$ cat config.mk
export PLATFORM = sky130hd
export DESIGN_NAME = pipe_stage_skid
export DESIGN_NICKNAME = d
export VERILOG_FILES = /design/src/rtl/pipe_pkg.sv /design/src/rtl/sat_counter.sv /design/src/rtl/pipe_stage_skid.sv
export SDC_FILE = /design/constraint.sdc
export NUM_CORES = 1
export LEC_CHECK = 0
export CAP_MARGIN = 20
export CELL_PAD_IN_SITES_DETAIL_PLACEMENT = 1
export CELL_PAD_IN_SITES_GLOBAL_PLACEMENT = 1
export CORE_ASPECT_RATIO = 1.25
export CORE_MARGIN = 1.5
export CORE_UTILIZATION = 44
export DETAILED_ROUTE_END_ITERATION = 8
export HOLD_SLACK_MARGIN = 0.12
export PLACE_DENSITY = 0.89
export SYNTH_ARGS = -nofsm -noshare
export SYNTH_HDL_FRONTEND = slang
export SYNTH_HIERARCHICAL = 1
export SYNTH_SLANG_ARGS = --single-unit
$ cat constraint.sdc
create_clock -name i_clk -period 10.15 [get_ports i_clk]
set_input_delay 2.03 -clock i_clk [delete_from_list [all_inputs] [get_ports i_clk]]
set_output_delay 2.03 -clock i_clk [all_outputs]
set_load 0.05 [all_outputs]
$ cat src/rtl/pipe_pkg.sv
// Shared definitions for the skid-buffered pipeline stage: occupancy states
// and the default bubble word.
package pipe_pkg;

  typedef enum logic [1:0] {
    ST_EMPTY = 2'd0,
    ST_ONE   = 2'd1,
    ST_TWO   = 2'd2
  } stage_state_e;

  localparam logic [31:0] NOP_VAL = 32'h0000_0000;

  // Upstream may only be accepted while the skid slot is free.
  function automatic logic ready_for(input stage_state_e state);
    return (state != ST_TWO);
  endfunction

endpackage

$ cat src/rtl/sat_counter.sv
// Saturating up-counter: counts one per cycle with inc high and sticks at all-ones.
module sat_counter #(
  parameter int unsigned CNT_W = 16
) (
  input  logic             clk,
  input  logic             rst,
  input  logic             inc,
  output logic [CNT_W-1:0] count
);

  localparam logic [CNT_W-1:0] CNT_MAX = {CNT_W{1'b1}};

  logic [CNT_W-1:0] count_r;

  // Count register with saturation at all-ones.
  always_ff @(posedge clk or posedge rst) begin
    if (rst) begin
      count_r <= {CNT_W{1'b0}};
    end else if (inc && (count_r != CNT_MAX)) begin
      count_r <= count_r + CNT_W'(1);
    end else begin
      count_r <= count_r;
    end
  end

  assign count = count_r;

endmodule

$ cat src/rtl/pipe_stage_skid.sv
// Two-entry skid pipeline stage: registered ready/valid on both sides, flush,
// and saturating stall/flush performance counters.
module pipe_stage_skid
  import pipe_pkg::*;
#(
  parameter int unsigned       PC_W    = 32,
  parameter int unsigned       DATA_W  = 32,
  parameter logic [DATA_W-1:0] NOP_VAL = DATA_W'(pipe_pkg::NOP_VAL),
  parameter int unsigned       CNT_W   = 16
) (
  input  logic              i_clk,
  input  logic              i_rst,
  input  logic              i_valid,
  output logic              o_ready,
  input  logic [PC_W-1:0]   i_pc,
  input  logic [DATA_W-1:0] i_data,
  input  logic              i_flush,
  output logic              o_valid,
  input  logic              i_ready,
  output logic [PC_W-1:0]   o_pc,
  output logic [DATA_W-1:0] o_data,
  output logic [CNT_W-1:0]  o_stall_cnt,
  output logic [CNT_W-1:0]  o_flush_cnt
);

  stage_state_e      state_r;
  logic              valid_r;
  logic              ready_r;
  logic [PC_W-1:0]   main_pc_r;
  logic [DATA_W-1:0] main_data_r;
  logic [PC_W-1:0]   skid_pc_r;
  logic [DATA_W-1:0] skid_data_r;

  logic in_fire_s;
  logic out_fire_s;
  logic stall_inc_s;
  logic flush_inc_s;

  assign in_fire_s   = i_valid & ready_r;
  assign out_fire_s  = valid_r & i_ready;
  assign stall_inc_s = valid_r & ~i_ready & ~i_flush;
  assign flush_inc_s = i_flush & (state_r != ST_EMPTY);

  // Occupancy FSM; main/skid storage and handshake outputs all registered here.
  always_ff @(posedge i_clk or posedge i_rst) begin
    if (i_rst) begin
      state_r     <= ST_EMPTY;
      valid_r     <= 1'b0;
      ready_r     <= 1'b0;
      main_pc_r   <= {PC_W{1'b0}};
      main_data_r <= NOP_VAL;
      skid_pc_r   <= {PC_W{1'b0}};
      skid_data_r <= NOP_VAL;
    end else if (i_flush) begin
      // A simultaneous in_fire is dropped along with everything held.
      state_r     <= ST_EMPTY;
      valid_r     <= 1'b0;
      ready_r     <= ready_for(ST_EMPTY);
      main_pc_r   <= {PC_W{1'b0}};
      main_data_r <= NOP_VAL;
      skid_pc_r   <= {PC_W{1'b0}};
      skid_data_r <= NOP_VAL;
    end else begin
      case (state_r)
        ST_EMPTY: begin
          ready_r <= ready_for(ST_EMPTY);
          if (in_fire_s) begin
            state_r     <= ST_ONE;
            valid_r     <= 1'b1;
            main_pc_r   <= i_pc;
            main_data_r <= i_data;
          end else begin
            state_r <= ST_EMPTY;
          end
        end
        ST_ONE: begin
          if (in_fire_s && out_fire_s) begin
            state_r     <= ST_ONE;
            ready_r     <= ready_for(ST_ONE);
            main_pc_r   <= i_pc;
            main_data_r <= i_data;
          end else if (in_fire_s) begin
            state_r     <= ST_TWO;
            ready_r     <= ready_for(ST_TWO);
            skid_pc_r   <= i_pc;
            skid_data_r <= i_data;
          end else if (out_fire_s) begin
            // Draining to empty puts the bubble back on the outputs.
            state_r     <= ST_EMPTY;
            valid_r     <= 1'b0;
            ready_r     <= ready_for(ST_EMPTY);
            main_pc_r   <= {PC_W{1'b0}};
            main_data_r <= NOP_VAL;
          end else begin
            state_r <= ST_ONE;
            ready_r <= ready_for(ST_ONE);
          end
        end
        ST_TWO: begin
          if (out_fire_s) begin
            state_r     <= ST_ONE;
            ready_r     <= ready_for(ST_ONE);
            main_pc_r   <= skid_pc_r;
            main_data_r <= skid_data_r;
            skid_pc_r   <= {PC_W{1'b0}};
            skid_data_r <= NOP_VAL;
          end else begin
            state_r <= ST_TWO;
            ready_r <= ready_for(ST_TWO);
          end
        end
        default: begin
          state_r     <= ST_EMPTY;
          valid_r     <= 1'b0;
          ready_r     <= ready_for(ST_EMPTY);
          main_pc_r   <= {PC_W{1'b0}};
          main_data_r <= NOP_VAL;
          skid_pc_r   <= {PC_W{1'b0}};
          skid_data_r <= NOP_VAL;
        end
      endcase
    end
  end

  assign o_valid = valid_r;
  assign o_ready = ready_r;
  assign o_pc    = main_pc_r;
  assign o_data  = main_data_r;

  sat_counter #(
    .CNT_W (CNT_W)
  ) u_stall_cnt (
    .clk   (i_clk),
    .rst   (i_rst),
    .inc   (stall_inc_s),
    .count (o_stall_cnt)
  );

  sat_counter #(
    .CNT_W (CNT_W)
  ) u_flush_cnt (
    .clk   (i_clk),
    .rst   (i_rst),
    .inc   (flush_inc_s),
    .count (o_flush_cnt)
  );

endmodule

Word level (Yosys, flattened, before mapping)
Index checks and enable logic that the tools add are counted.
{"block": "totals", "n_memories": 0, "elab_cells": 76, "ramBits": 0, "reg_bits": 164, "latchBits": 0, "rom_bits": 0}
{"block": "op_classes", "eq_ne": 14, "n_reduce_logical": 8, "n_lt_le_gt_ge": 0, "n_shift": 0, "muxes": 36, "n_mul": 0, "n_bitwise": 7, "div": 0, "add_sub_neg": 2}
{"cell": "$mux 32", "count": 14}
{"cell": "$pmux 32 s3", "count": 4}
{"cell": "$add 16x1->16 const B", "count": 2}
{"cell": "$ne 16x16->1 const B", "count": 2}
{"cell": "$ne 3x3->1 const B", "count": 6}
{"cell": "$mux 1", "count": 11}
{"cell": "$mux 2", "count": 4}
{"cell": "$ne 4x4->1 const B", "count": 2}
{"cell": "$reduce_and 4->1", "count": 2}
{"cell": "$pmux 2 s3", "count": 1}
{"cell": "$and 1x1->1", "count": 5}
{"cell": "$reduce_and 5->1", "count": 1}
{"cell": "$ne 2x2->1 const B", "count": 2}
{"cell": "$logic_and 1x1->1", "count": 3}
{"cell": "$pmux 1 s3", "count": 1}
{"cell": "$eq 2x1->1 const B", "count": 1}
{"cell": "$eq 2x2->1 const B", "count": 1}
{"cell": "$logic_not 2->1", "count": 1}
{"cell": "$not 1->1", "count": 2}
{"cell": "$pmux 1 s2", "count": 1}
{"cell": "$reduce_bool 2->1", "count": 1}

Depth between registers and ports, before layout
{"block": "logic_depth", "word_depth": 6, "ltp_mapped": 8, "ltp_nobuf": 7}

Modules after synthesis
Netlist, hierarchy kept.
{"mod": "pipe_stage_skid", "cells_per_inst": 528, "area_each_um2": 6466.2, "seq_area_each_um2": 3303.2, "instances": 1}
{"mod": "sat_counter at u_stall_cnt", "cells_per_inst": 72, "area_each_um2": 832.0, "seq_area_each_um2": 400.4, "instances": 1}
{"mod": "sat_counter at u_flush_cnt", "cells_per_inst": 71, "area_each_um2": 805.8, "seq_area_each_um2": 400.4, "instances": 1}

Least setup slack after synthesis
No wires, ideal clock.
{"block": "synth_timing", "path_type": "in2reg", "startpoint": "input port i_valid", "endpoint": "register main_data_r[0] (netlist: o_data[0])", "path_buffers": 2, "path_slack_ps": 6602, "required_time_ps": 10025, "t_arrival_ps": 3423, "path_stages": 8, "cell_sequence": "nand2_1 > inv_1 > ha_1 > a311o_1 > o221a_2 > buf_6 > buf_8 > mux2_4"}
{"block": "synth_via", "elab_chain_len": 5, "elab_cells_between_ends": 9, "classes_between": "eq/ne (3); mux (3); bitwise (1); reduce/logical (2)"}
{"element": "start: declaration", "line": "pipe_stage_skid.sv:13", "rtl": "input logic i_valid,"}
{"element": "$and 1x1->1 (*)", "line": "pipe_stage_skid.sv:39", "rtl": "assign in_fire_s = i_valid & ready_r;"}
{"element": "$logic_and 1x1->1", "line": "pipe_stage_skid.sv:77", "rtl": "if (in_fire_s && out_fire_s) begin"}
{"element": "$mux 32", "line": "pipe_stage_skid.sv:77"}
{"element": "$pmux 32 s3", "line": "pipe_stage_skid.sv:64", "rtl": "case (state_r)"}
{"element": "$mux 32", "line": "pipe_stage_skid.sv:54", "rtl": "end else if (i_flush) begin"}
{"element": "end signal: assignment", "line": "pipe_stage_skid.sv:71", "rtl": "main_data_r <= i_data;"}
{"element": "end signal: assignment", "line": "pipe_stage_skid.sv:81", "rtl": "main_data_r <= i_data;"}
{"element": "end signal: assignment", "line": "pipe_stage_skid.sv:104", "rtl": "main_data_r <= skid_data_r;"}
{"element": "end: declaration", "line": "pipe_stage_skid.sv:30", "rtl": "logic [DATA_W-1:0] main_data_r;"}
Every way passes the cells marked *; elsewhere a longest branch is shown, timed or not.
A chain may end at the register's enable or synchronous reset.

Final worst setup path
{"block": "layout_timing", "startpoint": "input port i_valid", "endpoint": "register main_pc_r[8] (netlist: o_pc[8])"}
{"block": "layout_via", "elab_chain_len": 5, "elab_cells_between_ends": 9, "classes_between": "eq/ne (3); mux (3); bitwise (1); reduce/logical (2)"}
{"element": "$and 1x1->1 (*)", "line": "pipe_stage_skid.sv:39"}
{"element": "$logic_and 1x1->1", "line": "pipe_stage_skid.sv:77"}
{"element": "$mux 32", "line": "pipe_stage_skid.sv:77"}
{"element": "$pmux 32 s3", "line": "pipe_stage_skid.sv:64"}
{"element": "$mux 32", "line": "pipe_stage_skid.sv:54"}
{"element": "end signal: assignment", "line": "pipe_stage_skid.sv:59", "rtl": "main_pc_r <= {PC_W{1'b0}};"}
{"element": "end signal: assignment", "line": "pipe_stage_skid.sv:70", "rtl": "main_pc_r <= i_pc;"}
{"element": "end signal: assignment", "line": "pipe_stage_skid.sv:80", "rtl": "main_pc_r <= i_pc;"}
{"element": "end: declaration", "line": "pipe_stage_skid.sv:29", "rtl": "logic [PC_W-1:0] main_pc_r;"}
Marked as above.

==> impl_metrics.ini <==
[worst_setup_path]
slowest_delay_ns = 0.78
path_cells = clkdlybuf4s50_1 > nand2_1 > inv_1 > ha_1 > a311o_1 > o221a_4 > buf_4 > mux2_2
crit_family = buffers and inverters
critPathArrivalTime_ns = 4.84
rr_endpoint = o_pc[8]
cp_num_buf_inv = 3
critical_path_class = in2reg
crit_path_end_kind = flop
r2r_start = o_ready
crit_path_start_kind = input port
path_max_fanout = 47
regToRegSetupSlack_ns = 7.30
cp.required_ns = 10.45
r2r.worst_path.cells = 7
crit_slowest_cell = buf_4

[global_route]
grt_pass1_vias = 6347
grt.met3_usage_pct = 6.05
track_usage_pct = 21.6
overflow = 0
grt_pass1_wl_um = 33300
grtUsageMet2_pct = 38.0
busiest_layer = met2
antenna_found_initial = 1
grt_start_max_net_pins = 79
grtUsageMet1_pct = 26.4

[synthesis]
synth_seq_area_share_pct = 50.6
synthCells = 671
synthMostInstantiatedCell = dfrtp_1
yosysWarnings = 6
synth_edf_count = 0
syn_nets = 748
synth_flop_cell = dfrtp_1
ys_seq_elements = 164
async_reset_ff_share_pct = 100
yosysTopAreaCell = dfrtp_1
synth_commonest_cells = dfrtp_1, nand2_1, inv_1
synth_top_area_share_pct = 50.6
netlist_top_cells_area = dfrtp_1, mux2_4, mux2i_1
synth_area_per_cell_um2 = 12.1
ys_types = 48
syn_area_um2 = 8100

[clock_tree]
ctsHoldBuffers = 0
cts_buffer_depth = 2
path_clk_slew_ns = 0.07
numCtsBuffers = 17
cts_setup_buffers = 0
cts_resized = 0
cts_tree = yes
h-tree-depth = 4
clock_latency_ns = 0.42
clock-sinks = 164
clockRootBuffer = clkbuf_16

[placed_design]
dpl.hpwl_um = 13100
io_buffers = 166
place_congestion = 0.787
dpl-instance-area_um2 = 9830

[status]
status = finished, final reports clean

[worst_hold_path]
worst_hold_path.endpoint = u_flush_cnt/count[15]
hp-start = u_flush_cnt/count[15]
holdCritPathClass = reg2reg
worstHoldPathCells = 1

[drt]
vias_per_cell = 5.33
drt-initial-drc-count = 381
drtPass1Iterations = 4
wl_um = 20000
wire_per_inst_um = 18.7
vias = 5700
antenna_left = 0
drc = 0

[layout]
nets = 905
fillCellCount = 1840
final_util_pct = 57.8
final_cell_area_um2 = 10500
drive_gt1_share_pct = 14.6
area_growth_pct = 29.2

[power]
power_density_nw_per_um2 = 204
p_leak_nw = 4.78
ir_drop_uv = 192

[sta]
hold_violations = 0
finClkSkew_ns = 0.0119
tightestPinTransition_ns = 0.886
setup_viol = 0
period_share_pct = 44.7
fin_crit_ns = 4.54
finalMaxSlewViolations = 0
rsz0062_at_grt = no
slew-limit-headroom_pct = 40.9
whs_ns = 0.503
finalSetupTns_ns = 0
max_freq_mhz = 220

[floorplan]
start_util_pct = 44.8
dieHeight_um = 155
die_width_um = 124
rows = 55
boundaryPins = 167
die_area_um2 = 19200
coreArea_um2 = 18100

[flow_run]
maxCapViolCount = 0
==> per-stage QoR <==
| stage | instances | setup WS, ns | power (W) |
|---|---|---|---|
| after floorplan | 671 | 4.59 | 0.00127 |
| after global placement | 1036 | 5.28 | 0.00146 |
| after detailed placement | 1036 | 5.14 | 0.00148 |
| after CTS | 1068 | 5.60 | 0.00216 |
| after global routing | 1069 | 5.44 | 0.00222 |
| final | 1070 | 5.61 | 0.00213 |
==> worst register-to-register path, delay by kind of cell (launching register included) <==
kind	cells	cell delay, ns
muxes	1	0.43
DFF	1	0.37
adders and majority gates	1	0.24
and+or+nand+nor	1	0.11
buffers and inverters	2	0.97
AOI/OAI and AO/OA	2	0.62
==> layout make-up <==
cell class | instances | area, µm² | area share [%]
clock buffers | 21 | 450 | 4.30
multi-input cells | 395 | 3440 | 32.8
diodes | 1 | 2.50 | 0.0239
well taps | 228 | 285 | 2.73
repair buffers | 175 | 1750 | 16.7
clock inverters | 11 | 153 | 1.46
flip-flops and latches | 164 | 4100 | 39.2
inverters | 75 | 287 | 2.74
==> how the worst max path moves through the flow <==
stage | from | slack (ns) | depth (start not counted) | endpoint
after global routing | i_valid | 5.44 | 8 | o_pc[9]
after floorplan | i_rst | 4.59 | 1 | o_data[0]
after global placement | i_valid | 5.28 | 8 | o_pc[8]
final | i_valid | 5.61 | 8 | o_pc[8]
after CTS | i_valid | 5.60 | 8 | o_pc[8]
after detailed placement | i_valid | 5.14 | 8 | o_pc[9]
==> power breakdown <==
part	total (W)	leakage (nW)	internal [W]	switching, W
logic	0.000671	2.29	0.000273	0.000398
registers	0.000797	2.21	0.000733	0.0000643
clock network	0.000663	0.284	0.000395	0.000268
total	0.00213	4.78	0.00140	0.000731
==> routing by layer <==
| metal | part of all wire, % | wire (µm) |
|---|---|---|
| met5 | 0 | 0 |
| met4 | 1.1 | 218 |
| met3 | 4.8 | 967 |
| met2 | 51 | 10200 |
| met1 | 43 | 8620 |
==> sequential cells by signal (all words and copies together) (netlist names) <==
name	cells
skid_data_r	32
o_ready	1
u_flush_cnt/count	16
o_data	32
u_stall_cnt/count	16
skid_pc_r	32
state_r	2
o_pc	32
o_valid	1
==> cell usage in the layout, fill, tap and decap left out, types with 2 or more instances in the layout <==
master,n
inv_1,74
ha_1,8
xor2_1,3
and4_2,2
nor2_1,6
nor2_4,2
and3_2,3
mux2_2,6
clkbuf_16,17
inv_6,2
a22o_1,64
nand4_4,2
mux2i_1,65
clkinv_4,3
a31oi_1,4
clkbuf_1,3
clkinvlp_4,3
a21oi_1,6
xnor2_1,21
nand4_1,12
clkdlybuf4s50_1,166
nor3_1,2
and4_1,5
nand2_1,81
bufinv_16,3
nand3_1,14
and3_1,7
nand2b_1,2
dfrtp_1,164
mux2_4,61
buf_4,8
==> logic make-up (layout without fill, tap and decap cells) <==
| kind of cell | Yosys count | after routing | share of synthesized area [%] |
|---|---|---|---|
| muxes | 132 | 132 | 20.2 |
| and+or+nand+nor | 149 | 149 | 9.68 |
| adders and majority gates | 8 | 8 | 1.24 |
| AOI/OAI and AO/OA | 82 | 82 | 8.51 |
| other | 0 | 1 | 0 |
| xor gates and xnor gates | 24 | 24 | 2.59 |
| DFF | 164 | 164 | 50.6 |
| buffers and inverters | 112 | 282 | 7.18 |
Power figures use the tool's default switching activity.
